`src/rtl/ram8_stream_reader.sv`:
```
// ram8_stream_reader: sequential read engine for the 8x16 RAM8 store.
// Walks `count` consecutive addresses (mod 8) from `base`, holding each
// address for two cycles before capture. Each captured word goes out on a
// valid/ready stream with a last marker.
// Optional feature macro: RAM8_READER_PAIR32_EN adds 32-bit beat pairing
// (pair32 / pair32_valid).
module ram8_stream_reader (
  input  logic        clk,
  input  logic        re,
  input  logic        start,
  input  logic [2:0]  base,
  input  logic [3:0]  count,
  output logic        ram_e,
  output logic        ram_r,
  output logic        ram_w,
  output logic [2:0]  ram_addr,
  input  logic [15:0] ram_dout,
  output logic [15:0] out_data,
  output logic        out_valid,
  input  logic        out_ready,
  output logic        out_last,
  output logic        busy,
  output logic        done
`ifdef RAM8_READER_PAIR32_EN
  ,
  output logic [31:0] pair32,
  output logic        pair32_valid
`endif
);

  typedef enum logic [2:0] {
    S_IDLE,
    S_SETUP,
    S_CAPT,
    S_SEND,
    S_DONE
  } state_t;

  state_t      state_q, state_d;
  logic [2:0]  cur_q, cur_d;
  logic [3:0]  rem_q, rem_d;
  logic [15:0] data_q, data_d;
  logic        last_q, last_d;
  logic        hs;

  assign hs = (state_q == S_SEND) && out_ready;

  // State and datapath registers; reset aborts any run in progress.
  always_ff @(posedge clk or negedge re) begin
    if (!re) begin
      state_q <= S_IDLE;
      cur_q   <= '0;
      rem_q   <= '0;
      data_q  <= '0;
      last_q  <= 1'b0;
    end else begin
      state_q <= state_d;
      cur_q   <= cur_d;
      rem_q   <= rem_d;
      data_q  <= data_d;
      last_q  <= last_d;
    end
  end

  // Next-state, datapath updates and RAM8 / stream output decode.
  always_comb begin
    state_d   = state_q;
    cur_d     = cur_q;
    rem_d     = rem_q;
    data_d    = data_q;
    last_d    = last_q;
    ram_e     = 1'b0;
    ram_r     = 1'b0;
    ram_w     = 1'b0;
    ram_addr  = cur_q;
    out_data  = data_q;
    out_valid = 1'b0;
    out_last  = 1'b0;
    busy      = (state_q != S_IDLE);
    done      = 1'b0;
    case (state_q)
      S_IDLE: begin
        if (start) begin
          if (count != 4'd0) begin
            cur_d   = base;
            rem_d   = count;
            state_d = S_SETUP;
          end else begin
            state_d = S_DONE;
          end
        end
      end
      S_SETUP: begin
        ram_e   = 1'b1;
        ram_r   = 1'b1;
        state_d = S_CAPT;
      end
      S_CAPT: begin
        ram_e   = 1'b1;
        ram_r   = 1'b1;
        data_d  = ram_dout;
        last_d  = (rem_q == 4'd1);
        state_d = S_SEND;
      end
      S_SEND: begin
        out_valid = 1'b1;
        out_last  = last_q;
        if (out_ready) begin
          if (rem_q == 4'd1) begin
            state_d = S_DONE;
          end else begin
            cur_d   = cur_q + 3'd1;
            rem_d   = rem_q - 4'd1;
            state_d = S_SETUP;
          end
        end
      end
      S_DONE: begin
        done    = 1'b1;
        state_d = S_IDLE;
      end
      default: state_d = S_IDLE;
    endcase
  end

`ifdef RAM8_READER_PAIR32_EN
  logic        pidx_q, pidx_d;
  logic [15:0] low_q, low_d;
  logic [31:0] pair_q, pair_d;
  logic        pvld_q, pvld_d;

  // Pair tracking: even-index beats are held as the low half, odd-index
  // beats complete the pair. A trailing unpaired low word is simply dropped.
  always_comb begin
    pidx_d = pidx_q;
    low_d  = low_q;
    pair_d = pair_q;
    pvld_d = 1'b0;
    if (state_q == S_IDLE && start) begin
      pidx_d = 1'b0;
    end else if (hs) begin
      pidx_d = ~pidx_q;
      if (pidx_q) begin
        pair_d = {data_q, low_q};
        pvld_d = 1'b1;
      end else begin
        low_d = data_q;
      end
    end
  end

  // Pairing registers.
  always_ff @(posedge clk or negedge re) begin
    if (!re) begin
      pidx_q <= 1'b0;
      low_q  <= '0;
      pair_q <= '0;
      pvld_q <= 1'b0;
    end else begin
      pidx_q <= pidx_d;
      low_q  <= low_d;
      pair_q <= pair_d;
      pvld_q <= pvld_d;
    end
  end

  assign pair32       = pair_q;
  assign pair32_valid = pvld_q;
`endif

endmodule

```
`config.mk`:
```
export PLATFORM = sky130hd
export DESIGN_NAME = ram8_stream_reader
export DESIGN_NICKNAME = d
export VERILOG_FILES = /design/src/rtl/ram8_stream_reader.sv
export SDC_FILE = /design/constraint.sdc
export NUM_CORES = 1
export LEC_CHECK = 0
export ABC_AREA = 1
export BUFFER_PORTS_ARGS = -buffer_cell sky130_fd_sc_hd__buf_2
export CAP_MARGIN = 20
export CORE_ASPECT_RATIO = 1.5
export CORE_MARGIN = 4
export CORE_UTILIZATION = 48
export CTS_CLUSTER_DIAMETER = 30
export DETAILED_ROUTE_END_ITERATION = 12
export HOLD_SLACK_MARGIN = 0.02
export PLACE_DENSITY = 0.78
export SKIP_LAST_GASP = 1
export SLEW_MARGIN = 30
export SYNTH_ARGS = -nofsm -noshare
export SYNTH_HDL_FRONTEND = slang
export SYNTH_SLANG_ARGS = --single-unit
export TNS_END_PERCENT = 50
```
`constraint.sdc`:
```
create_clock -name clk -period 1.8 [get_ports clk]
set_clock_uncertainty 0.2 [all_clocks]
set_input_delay 0.09 -clock clk [delete_from_list [all_inputs] [get_ports clk]]
set_output_delay 0.09 -clock clk [all_outputs]
set_load 0.05 [all_outputs]
```
==> summary.md <==
| Metric | Value |
|---|---|
| Slew Viols, Final | `0` |
| Clk_lat worst skew | `0.26 ns` |
| Via count | `1,255` |
| Vias per inst | `between 4 and 5` |
| Crit-path cells | `inv_1 -> ha_1 -> nand2_1 -> nor2_1 -> nand2_1 -> nand2_1 -> inv_1 -> nand3_4 -> nand2_1 -> nand2_1` |
| Post-synth top area cell | `dfrtp_1` |
| CTS tree | `done` |
| Final setup fails | `0` |
| Synthesis Warnings | `0` |
| FMAX | `between 600 and 700 MHz` |
| Root Buffer | `clkbuf_8` |
| Worst Path Arrival | `between 1.5 and 2 ns` |
| Core Util, Final | `69.2%` |
| Area Overhead vs Synth | `39.1%` |
| HPWL Detailed | `between 2000 and 2500 um` |
| Worst slew pin tran | `around 0.58 ns` |
| Worst Path Max Fanout | `7` |
| Clk pin slew, worst setup/hold paths | `approximately 0.090 ns` |
| Crit path max-delay family | `simple AND/OR/NAND/NOR gates` |
| Port bufs | `just over 50` |
| Post-route minimum period | `~1.6 ns` |
| ANT cells | `0` |
| RSZ-0062 raised after global routing | `false` |
| Initial core utilization | `between 40% and 50%` |
| CP endpoint kind | `flip-flop` |
| Worst setup path class | `reg -> reg` |
| Cts bufs inserted | `3` |
| Main synth FF type | `dfrtp_1` |
| Vias in the first global route | `between 1,000 and 1,500` |
| H-tree depth | `1` |
| # IOs | `53` |
| CP startpoint kind | `flip-flop` |
| EDFF count, synth | `0` |
| Worst path max stage delay | `~0.4 ns` |
| Placeable Area | `roughly 2900 sq um` |
| Drt pass-1 iters | `4` |
| Die Footprint | `around 4000 sq um` |
| Share of the synthesized area in the top cell type | `a little under half` |
| Initial antenna violation count | `0` |
| Max clock buf depth | `2` |
| Post-Syn Area | `1430 sq um` |
| Initial DRC Count | `25` |
| Placed Cells | `roughly 230` |
| Post-synthesis adder-cell area fraction | `2.62%` |
| Final ANT Viol Nets | `0` |
| Clock sink count | `27` |
| Most frequent cell after synthesis | `nand2_1` |
| Net count after synthesis | `174` |
| DRC | `0` |
| Max Cap Viol | `0` |
| HP Class | `in -> async` |
| Post-synthesis sequential area ratio | `~47%` |
| Mux cell area share after synthesis | `about 14%` |
| Syn_area_per_cell | `about 10 sq um` |
| Most used cell, CP | `nand2_1` |
| Met1 Use GR | `around a fifth` |
| CP Data Required Time | `1.80 ns` |
| Outcome | `completed` |
| GP Congestion | `0.863` |
| Setup TNS Final | `0 ns` |
| CP max stage cell | `dfrtp_1` |
| Largest family of logic cells by synthesized area | `simple AND/OR/NAND/NOR gates` |
| Largest net degree at the start of global routing | `28` |
| #FFs+latches synth | `27` |
| Layout cells sized above 1 | `between 30% and 40%` |
| Routed len/inst | `between 10 and 15 um` |
| Die Y | `74.9 um` |
| Count of final hold-check violations | `0` |
| Post-Route WL | `3250 um` |
| GRT Max-Usage Layer | `met2` |
| Cell Count, Final, Fillers Out | `260` |
| Die Wd | `about 53 um` |
| Max-slew headroom | `between 60% and 70%` |
| Routing usage on met2 | `about a third` |
| Post-synth top cells | `nand2_1, dfrtp_1, nor2_1` |
| Standard-cell row count | `24` |
| Grt total ovfl | `0` |
| Post-route setup slack | `about 0.18 ns` |
| Post-synthesis compound-gate area fraction | `under 10%` |
| M3 GR Usage | `2.57%` |
| Layout Nets | `around 250` |
| Netlist cell types | `25` |
| Post-synth ARST share | `100%` |
| XOR/XNOR Fraction of Synth Area | `approximately 1.2%` |
| Setup WS pre-CTS | `about 0.19 ns` |
| Largest cells by area after synthesis | `dfrtp_1, nand2_1, mux2_4, mux2_2, nand3_1` |
| First-pass GRT wire length | `roughly 5200 um` |
| Syn Inst Count | `around 140` |
| Overall Global Routing Usage | `between 10% and 20%` |
| CP Buf/Inv Count | `2` |
| Synth Area in Simple Gates | `23.4%` |
| Tcrit/Tclk final | `approximately nine tenths` |
[registers in the layout (all words and copies together) (netlist names)]
name,count
ram_addr,3
out_data,16
rem_q,4
state_q,3
last_q,1
[repair_timing]
action / CTS / global route
hold endpoints to repair: 52 / 0
hold buffers: 25 / 0
setup buffers: 0 / 0
resized for setup: 0 / 0
[worst register-to-register path, stage by stage (launching register included)]
cell	delay, ns
dfrtp_1	0.41
inv_1	0.09
ha_1	0.18
nand2_1	0.06
nor2_1	0.11
nand2_1	0.07
nand2_1	0.13
inv_1	0.09
nand3_4	0.10
nand2_1	0.07
nand2_1	0.05
[worst paths after layout]
path	startpoint	endpoint	slack, ns	depth (start not counted)
max	rem_q[1]$_DFFE_PN0P_	ram_addr[0]$_DFFE_PN0P_	0.18	10
min	re	out_data[9]$_DFFE_PN0N_	0.16	2
max reg2reg	rem_q[1]$_DFFE_PN0P_	ram_addr[0]$_DFFE_PN0P_	0.18	10
min reg2reg	last_q$_DFFE_PN0N_	last_q$_DFFE_PN0N_	0.29	2
max in group asynchronous	re	state_q[0]$_DFFE_PN0P_	0.87	2
min in group clk	start	ram_addr[0]$_DFFE_PN0P_	0.23	4
[metrics by stage]
step | hold WS [ns] | cell area [sq um]
4_1_cts | 0.176 | 1990
3_5_place_dp | -0.0732 | 1700
2_1_floorplan | -0.406 | 1430
3_3_place_gp | -0.0902 | 1700
6_report | 0.158 | 1990
5_1_grt | 0.221 | 1990
[cells in the final DEF (no fill, tap or decap), drive strengths merged]
cell         instances
clkbuf               3
inv                 10
ha                   3
mux2                16
nand2               39
nand3b               1
buf                 54
o21ai                9
nor2                16
a21oi                1
dfrtp               27
clkinv               1
or2                  1
dlygate4sd3         25
conb                 1
xnor2                2
nand3               12
[logic make-up (layout without fill, tap and decap cells)]
family / Yosys count / in the layout
and+or+nand+nor: 69 / 69
AOI/OAI and AO/OA: 10 / 10
adders and majority gates: 3 / 3
other: 1 / 1
buffers and inverters: 16 / 93
DFF: 27 / 27
xor gates and xnor gates: 2 / 2
muxes: 16 / 16
[layout make-up]
class | instances | area [sq um]
repair buffers | 79 | 528
clock buffers | 3 | 41.3
multi-input cells | 101 | 658
fillers | 240 | 888
flip-flops and latches | 27 | 676
clock inverters | 1 | 5.00
inverters | 10 | 37.5
well taps | 39 | 48.8
[routing by layer]
layer	vias to the layer above	share of wire, %
met2	51	53
met3	10	6.2
li1	611	-
met4	0	2.2
met1	583	39
met5	-	0
Power is left out: the tool's default activity adds up to more than one toggle a clock period on the data nets, which glitch-free logic cannot reach.
